===== config.mk =====
export PLATFORM = sky130hd
export DESIGN_NAME = radix4_booth_seq_mult_flat
export DESIGN_NICKNAME = d
export VERILOG_FILES = /design/src/rtl/radix4_booth_seq_mult_pkg.sv /design/src/rtl/radix4_booth_seq_mult_if.sv /design/src/rtl/radix4_booth_seq_mult_booth_r4_encoder.sv /design/src/rtl/radix4_booth_seq_mult.sv /design/src/flat_wrapper.sv
export SDC_FILE = /design/constraint.sdc
export NUM_CORES = 1
export LEC_CHECK = 0
export ABC_CLOCK_PERIOD_IN_PS = 6500
export CAP_MARGIN = 20
export CORE_AREA = 2 2 264 136
export CTS_CLUSTER_SIZE = 14
export DETAILED_ROUTE_END_ITERATION = 6
export DIE_AREA = 0 0 266 138
export SLEW_MARGIN = 0
export SYNTH_ARGS = -nofsm -noshare
export SYNTH_HDL_FRONTEND = slang
export SYNTH_HIERARCHICAL = 1
export SYNTH_SLANG_ARGS = --single-unit
export TNS_END_PERCENT = 5

===== constraint.sdc =====
create_clock -name clk -period 6.5 [get_ports clk]
set_input_delay 0.65 -clock clk [delete_from_list [all_inputs] [get_ports clk]]
set_output_delay 0.65 -clock clk [all_outputs]
set_load 0.01 [all_outputs]

===== src/rtl/radix4_booth_seq_mult_pkg.sv =====
`default_nettype none
// +----------------------------------------------------------------------+
// | radix4_booth_pkg: shared types and constants for the radix-4 Booth   |
// | sequential multiplier.                                               |
// | Rev 1.0                                                              |
// +----------------------------------------------------------------------+
package radix4_booth_pkg;

  typedef enum logic [1:0] {
    IDLE = 2'd0,
    CALC = 2'd1,
    DONE = 2'd2
  } state_t;

  // Booth digit selects packed as {neg, one, two}
  localparam logic [2:0] ZERO = 3'b000;
  localparam logic [2:0] POS1 = 3'b010;
  localparam logic [2:0] POS2 = 3'b001;
  localparam logic [2:0] NEG1 = 3'b110;
  localparam logic [2:0] NEG2 = 3'b101;

  function automatic int booth_iters(input int n);
    return n / 2 + 1;
  endfunction

endpackage
`default_nettype wire


===== src/rtl/radix4_booth_seq_mult_if.sv =====
`default_nettype none
// +----------------------------------------------------------------------+
// | radix4_booth_seq_mult_if: operand/result valid-ready bus.            |
// | Rev 1.0                                                              |
// +----------------------------------------------------------------------+
interface radix4_booth_seq_mult_if #(
  parameter int N = 32
);
  logic           in_valid;
  logic           in_ready;
  logic [N-1:0]   in_a;
  logic [N-1:0]   in_b;
  logic           in_signed;
  logic           out_valid;
  logic           out_ready;
  logic [2*N-1:0] result;
  logic           busy;

  modport master (
    output in_valid, in_a, in_b, in_signed, out_ready,
    input  in_ready, out_valid, result, busy
  );

  modport slave (
    input  in_valid, in_a, in_b, in_signed, out_ready,
    output in_ready, out_valid, result, busy
  );
endinterface
`default_nettype wire


===== src/rtl/radix4_booth_seq_mult_booth_r4_encoder.sv =====
`default_nettype none
// +----------------------------------------------------------------------+
// | booth_r4_encoder: maps a multiplier bit triplet to {neg, one, two}.  |
// | Rev 1.0                                                              |
// +----------------------------------------------------------------------+
module booth_r4_encoder
  import radix4_booth_pkg::*;
(
  input  logic [2:0] i_triplet,
  output logic       o_neg,
  output logic       o_one,
  output logic       o_two
);

  logic [2:0] w_sel;

  always_comb begin
    w_sel = ZERO;
    case (i_triplet)
      3'b001, 3'b010: w_sel = POS1;
      3'b011:         w_sel = POS2;
      3'b100:         w_sel = NEG2;
      3'b101, 3'b110: w_sel = NEG1;
      default:        w_sel = ZERO;
    endcase
  end

  assign {o_neg, o_one, o_two} = w_sel;

endmodule
`default_nettype wire


===== src/rtl/radix4_booth_seq_mult.sv =====
`default_nettype none
// +----------------------------------------------------------------------+
// | radix4_booth_seq_mult: iterative radix-4 Booth multiplier, 2 bits    |
// | per cycle, valid/ready in and out, signed or unsigned per operation. |
// | Rev 1.0                                                              |
// +----------------------------------------------------------------------+
module radix4_booth_seq_mult
  import radix4_booth_pkg::*;
#(
  parameter int N = 32
) (
  input  logic                  clk,
  input  logic                  reset,
  radix4_booth_seq_mult_if.slave bus
);

  localparam int              ITER     = booth_iters(N);
  localparam int              CNT_W    = $clog2(ITER + 1);
  localparam logic [CNT_W-1:0] LAST_CNT = CNT_W'(ITER - 1);

  state_t          state_q, state_d;
  logic [CNT_W-1:0] cnt_q, cnt_d;
  logic [N+1:0]    a_q, a_d;
  logic [N+2:0]    hi_q, hi_d;
  logic [N+1:0]    lo_q, lo_d;
  logic            prev_q, prev_d;
  logic [2*N-1:0]  result_q, result_d;

  logic            w_neg, w_one, w_two;
  logic [N+2:0]    w_mag, w_addend, w_sum;

  booth_r4_encoder u_enc (
    .i_triplet ({lo_q[1:0], prev_q}),
    .o_neg     (w_neg),
    .o_one     (w_one),
    .o_two     (w_two)
  );

  // Upper half carries one guard bit so +/-2A never overflows the sum.
  always_comb begin
    w_mag = '0;
    if (w_one) begin
      w_mag = {a_q[N+1], a_q};
    end else if (w_two) begin
      w_mag = {a_q, 1'b0};
    end
    w_addend = w_neg ? (~w_mag + (N+3)'(1)) : w_mag;
    w_sum    = hi_q + w_addend;
  end

  always_comb begin
    state_d  = state_q;
    cnt_d    = cnt_q;
    a_d      = a_q;
    hi_d     = hi_q;
    lo_d     = lo_q;
    prev_d   = prev_q;
    result_d = result_q;
    case (state_q)
      IDLE: begin
        if (bus.in_valid) begin
          a_d     = bus.in_signed ? {{2{bus.in_a[N-1]}}, bus.in_a} : {2'b00, bus.in_a};
          lo_d    = bus.in_signed ? {{2{bus.in_b[N-1]}}, bus.in_b} : {2'b00, bus.in_b};
          hi_d    = '0;
          prev_d  = 1'b0;
          cnt_d   = '0;
          state_d = CALC;
        end
      end
      CALC: begin
        // Arithmetic shift right by 2 of {sum, multiplier}
        hi_d   = {{2{w_sum[N+2]}}, w_sum[N+2:2]};
        lo_d   = {w_sum[1:0], lo_q[N+1:2]};
        prev_d = lo_q[1];
        if (cnt_q == LAST_CNT) begin
          result_d = {w_sum[N-1:0], lo_q[N+1:2]};
          state_d  = DONE;
        end else begin
          cnt_d = cnt_q + CNT_W'(1);
        end
      end
      DONE: begin
        if (bus.out_ready) begin
          state_d = IDLE;
        end
      end
      default: state_d = IDLE;
    endcase
  end

  always_ff @(posedge clk or negedge reset) begin
    if (!reset) begin
      state_q  <= IDLE;
      cnt_q    <= '0;
      a_q      <= '0;
      hi_q     <= '0;
      lo_q     <= '0;
      prev_q   <= 1'b0;
      result_q <= '0;
    end else begin
      state_q  <= state_d;
      cnt_q    <= cnt_d;
      a_q      <= a_d;
      hi_q     <= hi_d;
      lo_q     <= lo_d;
      prev_q   <= prev_d;
      result_q <= result_d;
    end
  end

  assign bus.in_ready  = (state_q == IDLE);
  assign bus.out_valid = (state_q == DONE);
  assign bus.busy      = (state_q != IDLE);
  assign bus.result    = result_q;

endmodule
`default_nettype wire

===== src/flat_wrapper.sv =====
// flat-port wrapper written by rule: the top's interface ports become plain ports
module radix4_booth_seq_mult_flat import radix4_booth_pkg::*;
#(
  parameter int N = 32
)
  (clk, reset, bus_in_valid, bus_in_a, bus_in_b, bus_in_signed, bus_out_ready, bus_in_ready, bus_out_valid, bus_result, bus_busy);
  radix4_booth_seq_mult_if #(.N(N)) bus_i ();
  input  logic clk;
  input  logic reset;
  input wire logic [$bits(bus_i.in_valid)-1:0] bus_in_valid;
  input wire logic [$bits(bus_i.in_a)-1:0] bus_in_a;
  input wire logic [$bits(bus_i.in_b)-1:0] bus_in_b;
  input wire logic [$bits(bus_i.in_signed)-1:0] bus_in_signed;
  input wire logic [$bits(bus_i.out_ready)-1:0] bus_out_ready;
  output wire logic [$bits(bus_i.in_ready)-1:0] bus_in_ready;
  output wire logic [$bits(bus_i.out_valid)-1:0] bus_out_valid;
  output wire logic [$bits(bus_i.result)-1:0] bus_result;
  output wire logic [$bits(bus_i.busy)-1:0] bus_busy;
  assign bus_i.in_valid = bus_in_valid;
  assign bus_i.in_a = bus_in_a;
  assign bus_i.in_b = bus_in_b;
  assign bus_i.in_signed = bus_in_signed;
  assign bus_i.out_ready = bus_out_ready;
  assign bus_in_ready = bus_i.in_ready;
  assign bus_out_valid = bus_i.out_valid;
  assign bus_result = bus_i.result;
  assign bus_busy = bus_i.busy;
  radix4_booth_seq_mult #(.N(N)) u_core (.clk(clk), .reset(reset), .bus(bus_i));
endmodule

After elaboration in Yosys (flattened, before gate mapping)
Cells that the tools add are included.

Register bits after elaboration: 175. Logic and storage cells: 53. Output and inout bits: 67. Input port bits: 69.

Bitwise operators: 1. Mux-type cells: 19. Add/sub/neg operators: 3. Eq/ne operators: 13. Reductions and logical operators: 10.

Operators with widths (count): 35-bit 2-to-1 mux (4); 34-bit 2-to-1 mux (3); 35-bit one-hot mux with 2 select lines (1); 34-bit one-hot mux with 2 select lines (1); 35-bit by 1-bit adder with 35-bit output (second input constant) (1); 35-bit adder (1); 35-bit NOT (1); 3-bit one-hot mux with 4 select lines (1); 5-bit 2-to-1 mux (2); 5-bit one-hot mux with 2 select lines (1); 3-bit == test (second input constant) (3); 3-bit by 2-bit == test with 1-bit output (second input constant) (2); 2-bit 2-to-1 mux (3); 2-bit inequality test (second input constant) (3); 2-bit one-hot mux with 3 select lines (1); 2-bit AND reduction (3); 3-bit AND reduction (2); 5-bit by 1-bit adder with 5-bit output (second input constant) (1); 5-bit == test (second input constant) (1); 2-bit nonzero test (2); 2-bit OR reduction (2); 3-bit by 1-bit == test with 1-bit output (second input constant) (1); 2-bit by 1-bit == test with 1-bit output (second input constant) (1); 2-bit == test (second input constant) (1); 4 further kinds (4).

Depth between registers and ports, before layout
Gate-level depths: netlist (run 1).

Depth after elaboration: 10. Depth in mapped cells: 24. Gate-level depth less buffers: 21.

By module
Netlist (run 1), hierarchy kept.

Modules (own cells, without submodules): radix4_booth_seq_mult (seq. area each 4304.1 sq um, instances 1, cells each 1103, area each 10156.0 sq um); booth_r4_encoder (seq. area each 0.0 sq um, instances 1, cells each 5, area each 32.5 sq um).

Worst setup path before layout (run 1)
Ideal clock, no wire load.

Kind: flip-flop to flip-flop. From: register u_core.prev_q. To: register u_core.hi_q[28]. Arrival time: 4.874 ns. Path slack: 1.502 ns. Buffers on the path: 4. Library setup time: 0.124 ns. Required time: 6.376 ns. Cell stages (with the launch flop): 25. Period minus slack after synthesis: 4.998 ns. Cells stage by stage: dfrtp_1 > or3b_1 > o21ai_0 > nor2b_1 > clkbuf_1 > clkbuf_1 > clkbuf_1 > a22oi_1 > ha_1 > inv_1 > a221o_1 > nor3_2 > nand3_1 > nand2_1 > xor2_1 > ha_1 > clkbuf_1 > nand4_1 > o21ai_0 > a31oi_1 > a21oi_1 > nor4b_1 > or3_1 > and4_1 > a211o_1.

Word-level cells in the longest chain between the ends: 10. Elaborated cells between the ends (all ways): 16. Those cells by class: add/sub (2); eq/ne (6); mux (5); bitwise (1); reduce/logical (2).

Ends and longest elaborated chain: start: declaration (line radix4_booth_seq_mult.sv:26) `logic prev_q, prev_d;`; start signal: assignment (line radix4_booth_seq_mult.sv:106) `prev_q <= prev_d;`; 3-bit == test, or another cell as far along (line radix4_booth_seq_mult_booth_r4_encoder.sv:19) `case (i_triplet)`; 2-bit OR reduction (line radix4_booth_seq_mult_booth_r4_encoder.sv:19); 3-bit one-hot mux with 4 select lines (*) (line radix4_booth_seq_mult_booth_r4_encoder.sv:19); net u_core.w_two (line radix4_booth_seq_mult.sv:29) `logic w_neg, w_one, w_two;`; 35-bit 2-to-1 mux (*) (line radix4_booth_seq_mult.sv:44) `end else if (w_two) begin`; 35-bit 2-to-1 mux (*) (line radix4_booth_seq_mult.sv:42) `if (w_one) begin`; 35-bit NOT (line radix4_booth_seq_mult.sv:47) `w_addend = w_neg ? (~w_mag + (N+3)'(1)) : w_mag;`; 35-bit by 1-bit adder with 35-bit output (line radix4_booth_seq_mult.sv:47); 35-bit 2-to-1 mux (*) (line radix4_booth_seq_mult.sv:47); 35-bit adder (*) (line radix4_booth_seq_mult.sv:48) `w_sum = hi_q + w_addend;`; 35-bit one-hot mux with 2 select lines (*) (line radix4_booth_seq_mult.sv:59) `case (state_q)`; end signal: assignment (line radix4_booth_seq_mult.sv:104) `hi_q <= hi_d;`; end: declaration (line radix4_booth_seq_mult.sv:24) `logic [N+2:0] hi_q, hi_d;`.

Mark *: on every way through the listed nets, which the timed path passes. The rest lies on a longest branch. A chain may end at the register's enable or synchronous reset.

Final worst setup path (run 1)
From: register u_core.prev_q. To: register u_core.hi_q[28].

Elaborated cells between the ends (all ways): 16. Those cells by class: add/sub (2); eq/ne (6); mux (5); bitwise (1); reduce/logical (2).

RTL lines (line): 3-bit == test, or another cell as far along (radix4_booth_seq_mult_booth_r4_encoder.sv:19); 2-bit OR reduction (radix4_booth_seq_mult_booth_r4_encoder.sv:19); 3-bit one-hot mux with 4 select lines (*) (radix4_booth_seq_mult_booth_r4_encoder.sv:19); net u_core.w_one (radix4_booth_seq_mult.sv:29); 35-bit 2-to-1 mux (*) (radix4_booth_seq_mult.sv:42); 35-bit NOT (radix4_booth_seq_mult.sv:47); 35-bit by 1-bit adder with 35-bit output (radix4_booth_seq_mult.sv:47); 35-bit 2-to-1 mux (*) (radix4_booth_seq_mult.sv:47); 35-bit adder (*) (radix4_booth_seq_mult.sv:48); 35-bit one-hot mux with 2 select lines (*) (radix4_booth_seq_mult.sv:59).

Marked as above.

==> summary.md, run 1 <==
During I/O placement, the number of pins put on the boundary was 136. The largest fanout on the critical path was 21. Headroom to the max-slew limit came out at 43.3%. The number of setup violations in the final report is 0, and the register-to-register setup slack is 930 ps. Synthesis produced a netlist whose cell count is 1,108. Endpoint of the most critical register-to-register path: u_core/hi_q[28]. During placement, the flow inserted port buffers numbering 135. Net count after synthesis: 1,215. The run gives 6 as the number of optimization iterations in the first detailed-route pass.

Once the clock tree was built, the resizer swapped 0 gates to a different size. The final hold slack is 126 ps, and the HPWL reported at the end of detailed placement is 22,400 um. The tools report the kind of capture point of the worst setup path as a register.

The type of the setup path with the least slack was reg2reg. dfrtp_1 takes more of the synthesized area than any other cell. Setup repair after global routing left no endpoint under its margin.

Sorting the synthesized cells by area gives the leading types as dfrtp_1 (42%), nand2_1 (8.1%), o21ai_0 (4.8%), ha_1 (4.5%), mux2_2 (4.4%). The logs give 17 for the number of clock buffers inserted by TritonCTS and 6830 ps for the endpoint required time on the critical path. Launching instance or port of the critical path: u_core/prev_q. The run finished with clean final reports. Yosys mapped the design onto 74 distinct sky130hd cell types. Flip-flop cell with the highest count after synthesis: dfrtp_1. The logs give 1070 ps for the pre-CTS worst setup slack and 29.3% for the starting density of the core.

The logs give 42.2% for the post-synthesis sequential area ratio and 0 ps for the accumulated negative setup slack. The remaining global-route overflow came out at 0. The clock passes through at most 2 buffers.

After detailed routing, the total wire length is 30,800 um. The H-tree was split into 4 levels. The tools report the overall track demand over capacity in global routing as 17.1%.

The tools report the critical path startpoint category as a register. In this run the clock root is driven by a clkbuf_16. The number of design-rule violations left by the first detailed-router iteration is 791. For this run, asynchronously set or reset flops after synthesis account for 100%. The fraction of synthesized cell area taken by the top area cell type came out at 42.2%. The mean number of vias per cell works out to 5.16. The number of placement rows is 49, and the horizontal die dimension is 266 um. Counting every sink on the clock net gives 172. The count of state elements after synthesis was 172; the count of yosys warnings during synthesis was 6. The max-slew violation count is 0, and the wire length of the first global-routing pass is 48,700 um.

For the worst setup path, the data arrival time is 5900 ps. Dividing the final minimum period by the clock period gives 85.8%. For the fill cell instance count of the final layout, the log shows 3,506. The startpoint identified for the worst register-to-register timing path is u_core/prev_q. Area of the core: 34,800 um^2.

The total DRC errors in the routed layout is 0. The number of vias in the routed layout was 8,665. The die is 138 um tall.

At the pin with the least slew margin, the transition time is 850 ps. After the last flow step, the layout net total stands at 1,314. The run gives 0 as the count of final hold-check violations.

From synthesis to final layout, the design area changed by 23.2%. After clock tree synthesis, the flow added hold-fix buffers numbering 0. Dividing the detail-routed wire length by the instance count gives 18.3 um.

Subtracting the final worst setup slack from the clock period gives 5570 ps. Post-route worst setup slack: 926 ps. The die covers 36,700 um^2. The synthesized cell area was 10,200 um^2; the number of antenna violations at the first check in global routing was 0. The cell with the most instances after synthesis was nand2_1.

TritonCTS built the clock tree. The last weighted congestion value of the routability-driven placer was 0.870; the number of buffers inserted to repair setup after CTS was 0. The number of global-route vias before repair was 8,093; the count of maximum capacitance violations was 0. The fraction of layout cells with a size suffix above 1 was 8.61%. The tightest min-delay check is of the in2async type. Entering global routing, the biggest net connects 65 pins.

After synthesis, the most frequently instantiated cells are nand2_1 (219), dfrtp_1 (172), o21ai_0 (97). The number of cells on the worst reg-to-reg path is 19. Clock-pin slew was measured on the worst setup and hold paths at 70 ps. 0 antenna diodes ended up in the layout. After synthesis, the mean cell area works out to 9.20 um^2. Between clock sinks in the finished design, the worst skew comes to 10.6 ps.

In this run the remaining antenna-violating nets after routing total 0. The clock reaches the later pin of the worst-skew pair after 450 ps. In this run, synthesis inferred 0 flip-flops with an integrated enable. The maximum clock rate is 179 MHz.
-- per-stage QoR --
step	area (um^2)	util, %	instances
2_1_floorplan	10200	-	1108
3_3_place_gp	12000	34.4	1646
4_1_cts	12500	36.0	1678
6_report	12500	36.0	1679
3_5_place_dp	12000	34.4	1646
5_1_grt	12500	36.0	1679
-- worst max-delay path by stage --
stage	to	slack (ps)
after floorplan	u_core/hi_q[28]	1500
after CTS	u_core/hi_q[30]	1040
final	u_core/hi_q[28]	930
after detailed placement	u_core/hi_q[30]	1070
after global placement	u_core/hi_q[30]	1200
after global routing	u_core/hi_q[30]	350
-- state kept, by name, summed over array words and instances, names as in the netlist --
signal,cells
u_core/bus.result,64
u_core/lo_q,34
u_core/a_q,33
u_core/prev_q,1
u_core/cnt_q,5
u_core/hi_q,33
u_core/state_q,2
-- critical path, stage by stage (launching register included) --
cell and delay (ps):
dfrtp_1 490, xor2_4 540, nor2b_2 100, a22oi_1 250
ha_1 240, inv_1 50, a221o_1 280, nor3_2 340
nand3_1 270, o21ai_0 260, xor2_1 220, ha_1 340
nand4_1 140, o21ai_0 90, a31oi_1 290, a21oi_1 160
nor4b_1 740, or3_1 270, a211oi_1 90, a211o_1 300
-- layout by cell type, fill, tap and decap left out, types with 3 or more instances in the layout --
cell type | synthesis | routed
nand2_1 | 219 | 219
clkinv_2 | 0 | 4
o21a_1 | 3 | 3
nor3_1 | 6 | 6
nor2_1 | 39 | 38
mux2i_1 | 34 | 34
o21bai_1 | 7 | 6
ha_1 | 37 | 37
a31o_1 | 3 | 3
or3_1 | 9 | 9
clkbuf_16 | 0 | 17
nand4_1 | 13 | 13
a211oi_1 | 8 | 8
mux2_2 | 40 | 40
a22o_1 | 26 | 26
inv_6 | 0 | 3
xor2_1 | 36 | 35
a21oi_1 | 48 | 48
xnor2_1 | 24 | 24
and3_1 | 5 | 5
a22oi_1 | 30 | 30
o31ai_1 | 22 | 22
or2_2 | 4 | 4
a21o_1 | 20 | 20
a32o_1 | 4 | 4
inv_1 | 15 | 15
nor2b_1 | 6 | 4
a31oi_1 | 4 | 4
dfrtp_1 | 172 | 172
clkinvlp_4 | 0 | 4
o21ai_1 | 18 | 19
and2_1 | 8 | 8
or4_1 | 4 | 4
buf_4 | 1 | 11
o21ai_0 | 97 | 96
clkdlybuf4s50_1 | 0 | 134
nand3_1 | 24 | 24
o211ai_1 | 6 | 6
nand2b_1 | 9 | 9
-- final cells by class --
class	instances	area [um^2]	area share (%)
multi-input cells	853	5600	44.6
repair buffers	147	1460	11.6
flip-flops and latches	172	4300	34.3
clock inverters	13	115	0.917
clock buffers	19	443	3.53
inverters	16	60.1	0.479
well taps	459	574	4.58
-- layer usage --
| metal | part of all wire (%) | track usage [%] | vias to the layer above |
|---|---|---|---|
| li1 | - | - | 4182 |
| met1 | 54 | 28.4 | 4211 |
| met2 | 38 | 20.9 | 260 |
| met3 | 7.9 | 5.25 | 12 |
| met4 | 0.65 | 3.13 | 0 |
| met5 | 0 | 0 | - |
-- logic make-up (layout without fill, tap and decap cells) --
logic type | count (synthesis) | after routing | synth area share [%]
DFF | 172 | 172 | 42.2
and+or+nand+nor | 365 | 365 | 16.6
AOI/OAI and AO/OA | 315 | 315 | 20.1
muxes | 75 | 75 | 7.87
buffers and inverters | 83 | 195 | 3.28
xor gates and xnor gates | 60 | 60 | 5.16
adders and majority gates | 38 | 38 | 4.74
Power of run 1 is not shown: default switching activity piles up to over one toggle a cycle in this logic, so the estimate is an artifact.
==> run 2, diff against run 1 <==
--- a/config.mk
+++ b/config.mk
@@ -9,2 +9,4 @@
 export CAP_MARGIN = 20
+export CELL_PAD_IN_SITES_DETAIL_PLACEMENT = 1
+export CELL_PAD_IN_SITES_GLOBAL_PLACEMENT = 1
 export CORE_AREA = 2 2 264 136
@@ -13,2 +15,3 @@
 export DIE_AREA = 0 0 266 138
+export PLACE_DENSITY_LB_ADDON = 0.1
 export SLEW_MARGIN = 0
--- a/constraint.sdc
+++ b/constraint.sdc
@@ -3,2 +3,2 @@
 set_output_delay 0.65 -clock clk [all_outputs]
-set_load 0.01 [all_outputs]
+set_load 0.02 [all_outputs]
==> run 2 against run 1 <==
  * Worst hold slack better by 150 ps
  * Non-clock buffer count rose by 2
  * Fmax is 2.7% lower
  * Setup slack worse by 150 ps
  * Sequential share of layout area shrank 0.14 points
  * Global-route usage is 1.8 points higher
  * Die area did not move
  * Clock skew up 2.2 ps
  * Cell area rose by 0.40%
  * Flip-flop and latch count did not move
  * Count of clock-buffer cells in the layout shrank 1
  * Highest routed layer unchanged
==> summary.md, run 2 (same netlist as run 1, synthesis figures left out) <==
Max-cap violations in this run came to 0. The pre-antenna-repair detailed-routing pass consisted of 5 iterations. The utilization after layout came out at 36.2%. The most common cell after layout, fill and taps aside was nand2_1.

The largest fanout on the critical path is 17, and the final hold slack is 277 ps. The core region is 34,800 um^2. In this run the top signal layer used is met4. The min-delay analysis places its worst path in the category in2async.

The floorplan step defined a die boundary enclosing 36,700 um^2. TritonCTS built the clock tree. Max-slew violation count: 0.

The share of the clock period used by the worst path after layout is 88.1%. The hold buffer count at cts is 0. For the worst-skew pair, the clock arrives at the later sink with an insertion delay of 460 ps. The worst setup path is of the reg2reg kind. For this design the top-level I/O count stands at 136. Post-CTS repair changed the size of 0 cells. The die is 138 um tall. Headroom to the max-slew limit came out at 28.7%. At the end of routability-driven placement, the weighted congestion stood at 0.893. The clock passes through at most 2 buffers. Setup violations remaining at the end of the flow were counted as 0. The die is 266 um wide.

Detailed routing inserted a total of 8,701 vias. The number of design-rule violations left by the first detailed-router iteration is 702, and the sink count of the clock tree is 172. The antenna diode count is 0. The run gives 0 as the total DRC errors in the routed layout. The logs give 1470 um for the wire length on met3 and 0 for the number of antenna violations at the first check in global routing.

The count of nets left with antenna violations after detail routing was 0. For the overall track demand over capacity in global routing, the log shows 18.9%. The floorplan has 49 rows.

In the layout the commonest cells are nand2_1 (219), dfrtp_1 (172), clkdlybuf4s50_1 (134). For the count of final hold-check violations, the log shows 0. The tree is rooted in a clkbuf_16.

The tools report the number of buffers inserted to repair setup after CTS as 0. The worst setup path is captured at a register. The tools report the critical path startpoint category as a register. The mean number of vias per cell is 5.18, and the number of clock buffers inserted by TritonCTS is 17. After detailed routing, the wire length on met1 is 19,900 um.

The slew at the pin with the worst max-slew slack came out at 1070 ps. After routing, the total negative slack on setup checks comes to 0 ps. The final layout contains routed wiring with a total length of 34,200 um. For the starting density of the core, the log shows 29.3%. For the remaining global-route overflow, the log shows 0. The fraction of layout cells with a size suffix above 1 was 8.84%. Setup repair after global routing left no endpoint under its margin. The number of global-route vias before repair was 8,465. The logs give 175 MHz for the maximum clock rate and 53,200 um for the wire length of the first global-routing pass. After detailed routing, the met2 layer carries 12,500 um of wire. Area added between synthesis and finish: 23.7%.

The pin count of the biggest net entering global routing was 97. The time the final worst path needs with I/O delays and setup was 5730 ps; the average wire per standard cell was 20.3 um. Summed over all nets, the half-perimeter wirelength after detailed placement is 25,200 um. Clock skew on the completed layout was measured at 12.9 ps. The number of flip-flops in the largest register came out at 64.

The number of H-tree levels was 4. The number of nets in the layout is 1,316. The number of buffers added on ports was 135; the endpoint required time on the critical path was 6830 ps.

The flow ran to the end, and the final reports show no timing, DRC or antenna violations. The arrival time of data at the critical path endpoint was 6060 ps; the clock input transition at the sequential cells of the worst setup and hold paths was 80 ps.
[run 2: final cells by class]
type | count | area [um^2]
Fill cell | 3964 | 22200
Multi-Input combinational cell | 853 | 5600
Sequential cell | 172 | 4300
Timing Repair Buffer | 149 | 1470
Tap cell | 459 | 574
Clock buffer | 18 | 429
Clock inverter | 14 | 160
Inverter | 16 | 60.1
[run 2: per-stage QoR]
stage	setup slack [ps]	instance area [um^2]	std cells
detailed placement	912	12000	1648
global route	217	12600	1681
floorplan	1500	10200	1108
CTS	897	12600	1680
global placement	1070	12000	1648
finish	773	12600	1681
[run 2: layer usage]
layer,vias up,GRT usage (%)
met1,4327,33.1
met5,-,0
li1,4178,-
met2,177,22.7
met3,19,3.28
met4,0,4.05
[run 2: path summary, 6_finish.rpt]
| check | from | end | slack, ps | cells past startpoint |
|---|---|---|---|---|
| max | u_core/prev_q | u_core/hi_q[28] | 770 | 21 |
| min | reset | u_core/bus.result[26] | 280 | 1 |
| max reg2reg | u_core/prev_q | u_core/hi_q[28] | 770 | 21 |
| min reg2reg | u_core/bus.result[54] | u_core/bus.result[54] | 470 | 2 |
| max in group asynchronous | reset | u_core/lo_q[33] | 5060 | 2 |
| min in group clk | u_core/bus.result[54] | u_core/bus.result[54] | 470 | 2 |
[run 2: critical path: stages, from the launching register on]
cell and delay, ps:
dfrtp_1 480, or3b_1 150, o21ai_1 60, buf_4 200, nor2b_2 170, a22oi_1 220
ha_1 230, inv_1 50, a221o_1 280, nor3_2 440, nand3_1 260, o21ai_0 290
xor2_1 230, ha_1 340, nand4_1 160, o21ai_0 100, a31oi_1 320, a21oi_1 170
nor4b_1 790, or3_1 280, a211oi_1 90, a211o_1 290
Power of run 2 is left out for the same reason.
